<file path="src/rtl/spi_proto_pkg.sv">
// Shared protocol definitions for the host SPI link: opcodes, command and
// response codes, the frame FSM state type and the opcode decoder.
package spi_proto_pkg;

    // Frame opcodes (first byte of every SS frame)
    localparam logic [7:0] OP_WR_CMD    = 8'hC0;
    localparam logic [7:0] OP_WR_DATA   = 8'hC2;
    localparam logic [7:0] OP_RD_RESP   = 8'h81;
    localparam logic [7:0] OP_RD_STREAM = 8'h03;

    // Command codes carried in cmd_word
    localparam logic [31:0] CMD_NOP            = 32'd0;
    localparam logic [31:0] CMD_RESET          = 32'd1;
    localparam logic [31:0] CMD_ARM            = 32'd2;
    localparam logic [31:0] CMD_ARM_ON_STEP    = 32'd3;
    localparam logic [31:0] CMD_DISARM         = 32'd4;
    localparam logic [31:0] CMD_STEP           = 32'd5;
    localparam logic [31:0] CMD_RUN            = 32'd6;
    localparam logic [31:0] CMD_HALT           = 32'd7;
    localparam logic [31:0] CMD_SET_TRIG_VALUE = 32'd8;
    localparam logic [31:0] CMD_SET_TRIG_MASK  = 32'd9;
    localparam logic [31:0] CMD_SET_DELAY      = 32'd10;
    localparam logic [31:0] CMD_SET_DEPTH      = 32'd11;
    localparam logic [31:0] CMD_SET_CLKDIV     = 32'd12;
    localparam logic [31:0] CMD_CLEAR_BUF      = 32'd13;
    localparam logic [31:0] CMD_GET_STATUS     = 32'd14;

    // Response codes presented on resp_word
    localparam logic [31:0] RESP_IDLE       = 32'd0;
    localparam logic [31:0] RESP_ARMED      = 32'd1;
    localparam logic [31:0] RESP_TRIGGERED  = 32'd2;
    localparam logic [31:0] RESP_CAPTURING  = 32'd3;
    localparam logic [31:0] RESP_DONE       = 32'd4;
    localparam logic [31:0] RESP_OK         = 32'd5;
    localparam logic [31:0] RESP_BUSY       = 32'd6;
    localparam logic [31:0] RESP_ERR_OPCODE = 32'd7;
    localparam logic [31:0] RESP_ERR_ARG    = 32'd8;
    localparam logic [31:0] RESP_ERR_STATE  = 32'd9;
    localparam logic [31:0] RESP_OVERFLOW   = 32'd10;
    localparam logic [31:0] RESP_UNDERFLOW  = 32'd11;
    localparam logic [31:0] RESP_STEPPING   = 32'd12;
    localparam logic [31:0] RESP_HALTED     = 32'd13;
    localparam logic [31:0] RESP_UNKNOWN    = 32'd14;

    typedef enum logic [2:0] {
        ST_IDLE      = 3'd0,
        ST_OPCODE    = 3'd1,
        ST_WR_CMD    = 3'd2,
        ST_WR_DATA   = 3'd3,
        ST_RD_RESP   = 3'd4,
        ST_RD_STREAM = 3'd5,
        ST_DISCARD   = 3'd6
    } spi_state_e;

    // Map a completed opcode byte to the frame state that handles the payload
    function automatic spi_state_e decode_opcode(input logic [7:0] op);
        spi_state_e st;
        case (op)
            OP_WR_CMD:    st = ST_WR_CMD;
            OP_WR_DATA:   st = ST_WR_DATA;
            OP_RD_RESP:   st = ST_RD_RESP;
            OP_RD_STREAM: st = ST_RD_STREAM;
            default:      st = ST_DISCARD;
        endcase
        return st;
    endfunction

endpackage

</file>
<file path="src/rtl/spi_edge_sync.sv">
// Synchronizes the raw SPI pins into inclk and flags SCK / SS edges.
// SCK, SS and MOSI share the same chain depth so a sampled MOSI bit lines
// up with the SCK rise it belongs to.
module spi_edge_sync #(
    parameter int SYNC_STAGES = 2
) (
    input  logic inclk,
    input  logic Reset_n,
    input  logic i_sck,
    input  logic i_mosi,
    input  logic i_ss,
    output logic o_mosi,
    output logic o_sck_rise,
    output logic o_sck_fall,
    output logic o_ss_fall,
    output logic o_ss_rise
);

    logic [SYNC_STAGES-1:0] r_sck_sync;
    logic [SYNC_STAGES-1:0] r_mosi_sync;
    logic [SYNC_STAGES-1:0] r_ss_sync;
    logic                   r_sck_d;
    logic                   r_ss_d;
    logic                   w_sck;
    logic                   w_ss;

    // Synchronizer chains plus one history flop for edge detection; SS idles high
    always_ff @(posedge inclk or negedge Reset_n) begin
        if (!Reset_n) begin
            r_sck_sync  <= '0;
            r_mosi_sync <= '0;
            r_ss_sync   <= '1;
            r_sck_d     <= 1'b0;
            r_ss_d      <= 1'b1;
        end else begin
            r_sck_sync[0]  <= i_sck;
            r_mosi_sync[0] <= i_mosi;
            r_ss_sync[0]   <= i_ss;
            for (int i = 1; i < SYNC_STAGES; i++) begin
                r_sck_sync[i]  <= r_sck_sync[i-1];
                r_mosi_sync[i] <= r_mosi_sync[i-1];
                r_ss_sync[i]   <= r_ss_sync[i-1];
            end
            r_sck_d <= w_sck;
            r_ss_d  <= w_ss;
        end
    end

    assign w_sck      = r_sck_sync[SYNC_STAGES-1];
    assign w_ss       = r_ss_sync[SYNC_STAGES-1];
    assign o_mosi     = r_mosi_sync[SYNC_STAGES-1];
    assign o_sck_rise =  w_sck & ~r_sck_d;
    assign o_sck_fall = ~w_sck &  r_sck_d;
    assign o_ss_fall  = ~w_ss  &  r_ss_d;
    assign o_ss_rise  =  w_ss  & ~r_ss_d;

endmodule

</file>
<file path="src/rtl/spi_cmd_slave.sv">
// SPI mode-0 responder for the host link. Decodes the opcode byte of each
// SS frame, collects command/data words, serves the response register and
// streams capture bytes from the show-ahead FIFO. Everything runs on inclk.
module spi_cmd_slave
    import spi_proto_pkg::*;
#(
    parameter int SPI_BUF_WIDTH = 4,
    parameter int SYNC_STAGES   = 2
) (
    input  logic        inclk,
    input  logic        Reset_n,
    input  logic        SPI_CLK,
    input  logic        SPI_MOSI,
    output logic        SPI_MISO,
    input  logic        SPI_SS,
    output logic [31:0] cmd_word,
    output logic        cmd_valid,
    output logic [31:0] data_word,
    output logic        data_valid,
    input  logic [31:0] resp_word,
    input  logic [7:0]  fifo_data,
    input  logic        fifo_empty,
    output logic        fifo_rd_en
);

    // Byte counter includes the opcode byte, so a complete write frame
    // reaches SPI_BUF_WIDTH+1, which is also where it saturates.
    localparam int              BCW      = $clog2(SPI_BUF_WIDTH + 2);
    localparam logic [BCW-1:0]  BYTE_MAX = BCW'(SPI_BUF_WIDTH + 1);
    localparam logic [BCW-1:0]  BYTE_ONE = BCW'(1);

    logic            w_mosi;
    logic            w_sck_rise;
    logic            w_sck_fall;
    logic            w_ss_fall;
    logic            w_ss_rise;
    logic            w_payload;
    logic            w_wr_state;

    spi_state_e      r_state;
    logic [2:0]      r_bit_cnt;
    logic [BCW-1:0]  r_byte_cnt;
    logic [6:0]      r_op;
    logic [31:0]     r_rx;
    logic [31:0]     r_tx;
    logic            r_miso;
    logic [31:0]     r_cmd_word;
    logic            r_cmd_valid;
    logic [31:0]     r_data_word;
    logic            r_data_valid;
    logic            r_fifo_rd_en;

    spi_edge_sync #(
        .SYNC_STAGES (SYNC_STAGES)
    ) u_sync (
        .inclk      (inclk),
        .Reset_n    (Reset_n),
        .i_sck      (SPI_CLK),
        .i_mosi     (SPI_MOSI),
        .i_ss       (SPI_SS),
        .o_mosi     (w_mosi),
        .o_sck_rise (w_sck_rise),
        .o_sck_fall (w_sck_fall),
        .o_ss_fall  (w_ss_fall),
        .o_ss_rise  (w_ss_rise)
    );

    assign w_payload  = (r_byte_cnt != '0) && (r_byte_cnt < BYTE_MAX);
    assign w_wr_state = (r_state == ST_WR_CMD) || (r_state == ST_WR_DATA);

    // Frame FSM and bit/byte counters; SS rise overrides any same-cycle SCK edge
    always_ff @(posedge inclk or negedge Reset_n) begin
        if (!Reset_n) begin
            r_state    <= ST_IDLE;
            r_bit_cnt  <= 3'd0;
            r_byte_cnt <= '0;
            r_op       <= 7'd0;
        end else if (w_ss_rise) begin
            r_state <= ST_IDLE;
        end else if (w_ss_fall) begin
            r_state    <= ST_OPCODE;
            r_bit_cnt  <= 3'd0;
            r_byte_cnt <= '0;
        end else if (w_sck_rise && (r_state != ST_IDLE)) begin
            r_bit_cnt <= r_bit_cnt + 3'd1;
            if ((r_bit_cnt == 3'd7) && (r_byte_cnt != BYTE_MAX))
                r_byte_cnt <= r_byte_cnt + BYTE_ONE;
            if (r_state == ST_OPCODE) begin
                r_op <= {r_op[5:0], w_mosi};
                if (r_bit_cnt == 3'd7)
                    r_state <= decode_opcode({r_op, w_mosi});
            end
        end
    end

    // Receive shifter for write frames; commit only full frames at SS rise
    always_ff @(posedge inclk or negedge Reset_n) begin
        if (!Reset_n) begin
            r_rx         <= 32'd0;
            r_cmd_word   <= 32'd0;
            r_cmd_valid  <= 1'b0;
            r_data_word  <= 32'd0;
            r_data_valid <= 1'b0;
        end else begin
            r_cmd_valid  <= 1'b0;
            r_data_valid <= 1'b0;
            if (w_ss_rise) begin
                if (r_byte_cnt == BYTE_MAX) begin
                    if (r_state == ST_WR_CMD) begin
                        r_cmd_word  <= r_rx;
                        r_cmd_valid <= 1'b1;
                    end else if (r_state == ST_WR_DATA) begin
                        r_data_word  <= r_rx;
                        r_data_valid <= 1'b1;
                    end
                end
            end else if (w_ss_fall) begin
                r_rx <= 32'd0;
            end else if (w_sck_rise && w_wr_state && w_payload) begin
                r_rx <= {r_rx[30:0], w_mosi};
            end
        end
    end

    // Transmit path: MISO moves on SCK fall (or is cleared on SS fall).
    // The fall with bit_cnt==0 is a byte boundary; RD_RESP snapshots resp_word
    // at the first one, RD_STREAM reloads from the FIFO at every one.
    always_ff @(posedge inclk or negedge Reset_n) begin
        if (!Reset_n) begin
            r_tx         <= 32'd0;
            r_miso       <= 1'b0;
            r_fifo_rd_en <= 1'b0;
        end else begin
            r_fifo_rd_en <= 1'b0;
            if (w_ss_rise) begin
                r_tx <= 32'd0;
            end else if (w_ss_fall) begin
                r_tx   <= 32'd0;
                r_miso <= 1'b0;
            end else if (w_sck_fall) begin
                case (r_state)
                    ST_RD_RESP: begin
                        if ((r_bit_cnt == 3'd0) && (r_byte_cnt == BYTE_ONE)) begin
                            r_miso <= resp_word[31];
                            r_tx   <= {resp_word[30:0], 1'b0};
                        end else begin
                            r_miso <= r_tx[31];
                            r_tx   <= {r_tx[30:0], 1'b0};
                        end
                    end
                    ST_RD_STREAM: begin
                        if (r_bit_cnt == 3'd0) begin
                            if (!fifo_empty) begin
                                r_miso       <= fifo_data[7];
                                r_tx         <= {fifo_data[6:0], 25'd0};
                                r_fifo_rd_en <= 1'b1;
                            end else begin
                                r_miso <= 1'b0;
                                r_tx   <= 32'd0;
                            end
                        end else begin
                            r_miso <= r_tx[31];
                            r_tx   <= {r_tx[30:0], 1'b0};
                        end
                    end
                    default: begin
                        r_miso <= 1'b0;
                    end
                endcase
            end
        end
    end

    assign SPI_MISO   = r_miso;
    assign cmd_word   = r_cmd_word;
    assign cmd_valid  = r_cmd_valid;
    assign data_word  = r_data_word;
    assign data_valid = r_data_valid;
    assign fifo_rd_en = r_fifo_rd_en;

endmodule

</file>
<file path="config.mk">
export PLATFORM = sky130hd
export DESIGN_NAME = spi_cmd_slave
export DESIGN_NICKNAME = d
export VERILOG_FILES = /design/src/rtl/spi_proto_pkg.sv /design/src/rtl/spi_edge_sync.sv /design/src/rtl/spi_cmd_slave.sv
export SDC_FILE = /design/constraint.sdc
export NUM_CORES = 1
export LEC_CHECK = 0
export ABC_AREA = 1
export CAP_MARGIN = 30
export CORE_ASPECT_RATIO = 2
export CORE_MARGIN = 4
export CORE_UTILIZATION = 53
export CTS_CLUSTER_SIZE = 24
export DETAILED_ROUTE_END_ITERATION = 7
export GPL_TIMING_DRIVEN = 0
export PLACE_DENSITY = 0.8
export REMOVE_ABC_BUFFERS = 1
export SYNTH_ARGS = -nofsm -noshare
export SYNTH_HDL_FRONTEND = slang
export SYNTH_SLANG_ARGS = --single-unit
</file>
<file path="constraint.sdc">
create_clock -name inclk -period 2.1 [get_ports inclk]
set_input_delay 0.42 -clock inclk [delete_from_list [all_inputs] [get_ports inclk]]
set_output_delay 0.42 -clock inclk [all_outputs]
set_load 0.01 [all_outputs]
</file>
==> reports/summary.md <==
### Routing
- 1st-pass router iterations: 4
- 1st-iter DRT viols: 237
- count of unresolved DRC violations after routing: 0
- met3 wire length: 857 um
- length of routed wiring on met1: 6.06 mm
- Final ANT Viol Nets: 0
- Routed wire per std cell: 15.1 um
- detail-routed via count per cell: 5.20
- total met2 wirelength after detailed routing: 8.48 mm
- sum of routed wire length over all layers: 15.8 mm
- via count of the routed design: 5,465
- highest metal layer with signal wires: met4

### STA
- Hold Fails Final Rpt: 0
- worst-margin pin slew: 541 ps
- Setup-failing EPs final: 0
- Peak Freq: 495 MHz
- final period utilization: 96.1%
- Slew Viols, Final: 0
- final period demand of the worst path: 2020 ps
- Layout Skew: 15.9 ps
- normalized max-slew margin: 63.8%
- final sum of negative setup slack: 0 ps
- final worst slack: 81.2 ps
- worst-case hold slack: 353 ps

### Yosys
- multiplexer share of the synthesized area: 0%
- Area contributors post-synth: sky130_fd_sc_hd__dfrtp_1, sky130_fd_sc_hd__nand2_1, sky130_fd_sc_hd__nand3_1
- biggest area consumer among synthesized cells: sky130_fd_sc_hd__dfrtp_1
- Synthesis Warnings: 0
- Unique masters post-synth: 27
- count of mapped cells out of synthesis: 777
- Synth Area in Compound Gates: 9.88%
- flops & latches, synth: 155
- fraction of synthesized cell area in xor and xnor cells: 0.130%
- combinational family with the most area after synthesis: simple AND/OR/NAND/NOR gates
- sequential fraction of the synthesis area: 57.4%
- post-synthesis instance area: 6760 um2
- basic-gate share of the synthesized area counting and, or, nand and nor cells: 23.6%
- Mapped Avg Cell Area: 8.70 um2
- share of the synthesized area in the top cell type: 56.3%
- adder-cell share of the synthesized area: 1.48%

### Global routing
- antenna violations before repair: 0
- global-route wire length before repair: 26.2 mm
- Overflow after GRT: 0
- largest net degree at the start of global routing: 101
- overall track demand over capacity in global routing: 22.4%
- vias in the first global route: 5,596

### Setup path
- critical path class: flip-flop to flip-flop
- required arrival time at the worst endpoint: 2390 ps
- R2R cell count: 8
- crit path DAT: 2310 ps
- kind of end point of the critical path: flip-flop
- nature of the critical path startpoint: flip-flop
- Crit Path Max Fanout: 37

### Clock tree
- Root Driver: sky130_fd_sc_hd__clkbuf_16
- clock tree from TritonCTS: built
- number of buffers on the longest clock path: 2
- clock slew seen by the registers of the worst setup and hold paths: 60 ps
- total number of clock tree sinks: 155
- insertion delay of the later-clocked pin in the worst-skew pair: 420 ps
- number of H-tree branching levels: 4
- number of buffers created by CTS: 17

### Finish
- leading cell types in the layout, fill and taps excluded: sky130_fd_sc_hd__nand2_1, sky130_fd_sc_hd__dfrtp_1, sky130_fd_sc_hd__clkdlybuf4s50_1
- Util after Layout: 69.2%
- number of fillers in the final layout: 981
- number of nets in the final layout: 942
- count of antenna diodes in the layout: 0
- most common cell after layout, fill and taps aside: sky130_fd_sc_hd__nand2_1
- fraction of layout cells with a size suffix above 1: 9.10%
- area growth from synthesis to final layout: 28.4%

### Placed design
- GP Congestion: 0.785
- post-placement worst setup slack: -579 ps
- PortBufs: 113
- placed wire-length estimate after detailed placement: 10.4 mm

### Die
- standard-cell rows: 58
- ports placed on the boundary: 114
- vertical die dimension: 168 um
- die extent in x: 87.9 um
- full die area: 14,700 um2
- initial standard-cell utilization of the core: 53.9%
- placeable core area: 12,600 um2

### Power
- Peak supply drop: 708 uV
- leakage power figure: 4.11 nW
- P per Cell Area: 740 nW/um2
- Power Total: 6.43 mW

### Job
- maximum capacitance violations: 0

### Run status
- status: completed

### Worst hold path
- depth of the worst hold-timing path: 0
- Tightest Hold Check Type: flip-flop to flip-flop

## sequential cells by signal (all words and copies together), names as in the netlist, 2 cells and up
signal	cells
u_sync.r_ss_sync	2
r_tx	31
r_rx	32
r_byte_cnt	3
cmd_word	32
r_op	7
r_bit_cnt	3
u_sync.r_sck_sync	2
u_sync.r_mosi_sync	2
data_word	32
r_state	3
## power breakdown
part	internal [mW]	switching [mW]
sequential	3.02	0.0332
clock	1.59	1.37
combinational	0.163	0.251
## final timing paths
kind	from	endpoint	slack, ps
max	u_sync.r_ss_sync[1]	data_word[27]	80
min reg2reg	u_sync.r_sck_sync[0]	u_sync.r_sck_sync[1]	350
max in group asynchronous	Reset_n	u_sync.r_ss_d	690
max reg2reg	u_sync.r_ss_sync[1]	data_word[27]	80
min	u_sync.r_sck_sync[0]	u_sync.r_sck_sync[1]	350
min in group asynchronous	Reset_n	data_word[23]	540
## cells by family (layout without fill, tap and decap cells)
kind of cell,Yosys count,in the layout
DFF,155,155
adders and majority gates,8,8
xor gates and xnor gates,1,1
AOI/OAI and AO/OA,121,121
and+or+nand+nor,391,393
buffers and inverters,101,223
## cells in the mapped netlist (all sizes together)
master	n
nor4	1
nand3	65
xor2	1
clkbuf	9
dfstp	3
nand2	293
nand4	5
a21boi	1
a21oi	8
nor3	2
buf	27
nor2	25
inv	65
o21ai	112
dfrtp	152
ha	8
## layout make-up
class | count | area (um2) | area share [%]
Sequential cell | 155 | 3880 | 44.7
Multi-Input combinational cell | 523 | 2450 | 28.2
Timing Repair Buffer | 126 | 1340 | 15.4
Clock buffer | 18 | 429 | 4.94
Inverter | 65 | 244 | 2.81
Tap cell | 150 | 188 | 2.16
Clock inverter | 14 | 149 | 1.71
## worst max-delay path: stages (launching register included)
cell                      delay, ps
sky130_fd_sc_hd__dfstp_2        550
sky130_fd_sc_hd__ha_1           200
sky130_fd_sc_hd__inv_1          140
sky130_fd_sc_hd__nor3_4         290
sky130_fd_sc_hd__buf_4          190
sky130_fd_sc_hd__nand2_8        130
sky130_fd_sc_hd__buf_12         230
sky130_fd_sc_hd__nand2_1         70
sky130_fd_sc_hd__o21ai_0         70
## per-layer routing
metal | GRT usage (%) | up-vias
li1 | - | 2698
met1 | 25.5 | 2584
met2 | 38.8 | 148
met3 | 6.35 | 35
met4 | 8.28 | 0
met5 | 0 | -
## through the flow
stage | instance area (um2) | std cells
after floorplan | 6500 | 741
after global placement | 7820 | 1004
after detailed placement | 8000 | 1012
after CTS | 8600 | 1046
after global routing | 8680 | 1051
final | 8680 | 1051
## timing repair
item                                    4_1_cts  5_1_grt
pin swaps                                     1        4
endpoints found under the hold margin        55        0
gates cloned                                  0        2
gates resized for setup                       3        9
hold buffers                                  1        0
buffers inserted                              1        3
endpoints found under the setup margin       65       87
(Power assumes the default switching activity.)
==> RTL edit (config.mk and constraints unchanged) <==
Change the parameter `SPI_BUF_WIDTH` from 4 to 8.
--- a/src/rtl/spi_cmd_slave.sv
+++ b/src/rtl/spi_cmd_slave.sv
@@ -4,7 +4,7 @@
 module spi_cmd_slave
     import spi_proto_pkg::*;
 #(
-    parameter int SPI_BUF_WIDTH = 4,
+    parameter int SPI_BUF_WIDTH = 8,
     parameter int SYNC_STAGES   = 2
 ) (
     input  logic        inclk,
Behaviour: no difference found for any inputs over 10 cycles, from zero or initial values and one cycle with Reset_n low; that may be too few to reach the edited logic, so the function may still have changed.
==> RTL edit against the unedited design <==
  * Worst setup slack got worse by 0.026 ns
  * Final area increased by 7.3%
  * Area after synthesis increased by 9.6%
  * Sequential cell count increased by 1
  * Wire length increased by 12%
  * Via count increased by 13%
Power is not compared: it rests on default switching activity, and its combinational part moved more than twofold at a synthesized area within 25%.
==> RTL edit: results <==
export IMPL_placed_cell_area_um2=8570
export IMPL_first_pass_iters=5
export IMPL_worst_pin_slew_ns=0.865
export IMPL_clk_power_w=0.00302
export IMPL_inverters=116
export IMPL_synth_edf_count=0
export IMPL_drive_above_1_share=0.0811
export IMPL_grt_usage=0.229
export IMPL_outcome="completed"
export IMPL_slowest_delay_ns=0.40
export IMPL_cp_top_family="simple AND/OR/NAND/NOR gates"
export IMPL_post_dp_hpwl_mm=11.4
export IMPL_grt_pass1_wl_mm=29.6
export IMPL_place_congestion=0.788
export IMPL_met3_usage=0.0702
export IMPL_critPathMaxFanout=44
export IMPL_yosysSeqAreaShare=0.527
export IMPL_clockNetworkAreaShare=0.0627
export IMPL_synth_cell_type_count=26
export IMPL_ys_seq_elements=156
export IMPL_synth_area_leaders="dfrtp_1 (52%), nand2_1 (20%), inv_1 (5.8%)"
export IMPL_power_internal_w=0.00523
export IMPL_fill_cells=1088
export IMPL_wl_met3_mm=1.09
export IMPL_slowest_stage="dfrtp_1"
export IMPL_clkTransAtPathRegs_ns=0.07
export IMPL_yosys_top_cells_count="nand2_1 (386), dfrtp_1 (153), inv_1 (114), nand3_1 (51), o21ai_1 (38)"
export IMPL_avgRoutedWirePerCell_um=14.6
export IMPL_grt_max_degree=62
export IMPL_cp_data_arrival_time_ns=2.34
export IMPL_met2_usage=0.411
export IMPL_areaGrowthSynthToFinish_pct=25.7
export IMPL_wl_met1_mm=6.79
export IMPL_r2r_slack_ns=0.05
export IMPL_core_um2=13600
export IMPL_dr_wl_met2_mm=9.55
export IMPL_nNetsFinal=1078
export IMPL_drt_iter0_drc=285
export IMPL_multi_input_cells=605
export IMPL_top_layer_used="met4"
export IMPL_buffer_area_frac=0.147
export IMPL_grt_pass1_vias=6312
export IMPL_whs_ns=0.348
export IMPL_ys_async_sr_fraction=1.00
export IMPL_seq_area_um2=3910
export IMPL_nNonClkBuffers=127
export IMPL_vias_per_cell=5.07
export IMPL_cts_buffers=17
export IMPL_fin_skew_ns=0.00991
## RTL edit: final timing paths
| kind | from | cells after the start | end |
|---|---|---|---|
| setup reg to reg | r_byte_cnt[1]$_DFFE_PN0P_ | 8 | data_word[28]$_DFFE_PN0P_ |
| hold reg to reg | u_sync.r_sck_sync[0]$_DFF_PN0_ | 0 | u_sync.r_sck_sync[1]$_DFF_PN0_ |
| setup / recovery | r_byte_cnt[1]$_DFFE_PN0P_ | 8 | data_word[28]$_DFFE_PN0P_ |
| hold / removal | u_sync.r_sck_sync[0]$_DFF_PN0_ | 0 | u_sync.r_sck_sync[1]$_DFF_PN0_ |
| min in group asynchronous | Reset_n | 2 | data_word[18]$_DFFE_PN0P_ |
| max in group asynchronous | Reset_n | 3 | u_sync.r_ss_sync[1]$_DFF_PN1_ |
## RTL edit: through the flow
step / std cells / util / setup WS (ns) / TNS (ns) / power [W]
after floorplan: 873 / - / -0.583 / -41.58 / 0.00399
after global placement: 1172 / 0.620 / -5.64 / -1012.32 / 0.00431
after detailed placement: 1178 / 0.631 / -0.319 / -11.34 / 0.00439
after CTS: 1213 / 0.677 / -0.0114 / -0.0114 / 0.00743
after global routing: 1222 / 0.686 / -0.125 / -3.50 / 0.00777
final: 1222 / 0.686 / 0.0549 / 0 / 0.00739
## RTL edit: kinds of logic (layout without fill, tap and decap cells)
kind of cell,after synthesis,in the layout,synth area share
AO/OA/AOI/OAI,87,87,0.0638
buffers and inverters,159,275,0.105
adder cells (fa/ha/maj),9,9,0.0152
XOR/XNOR,2,2,0.00236
flip-flops,156,156,0.527
AND/OR/NAND/NOR,504,507,0.286
## RTL edit: timing repair
item	in CTS	in global routing
setup buffers	0	7
setup endpoints to repair	64	106
resized for setup	5	3
hold buffers	1	0
cloned	2	2
endpoints found under the hold margin	34	0
pin swaps	1	4
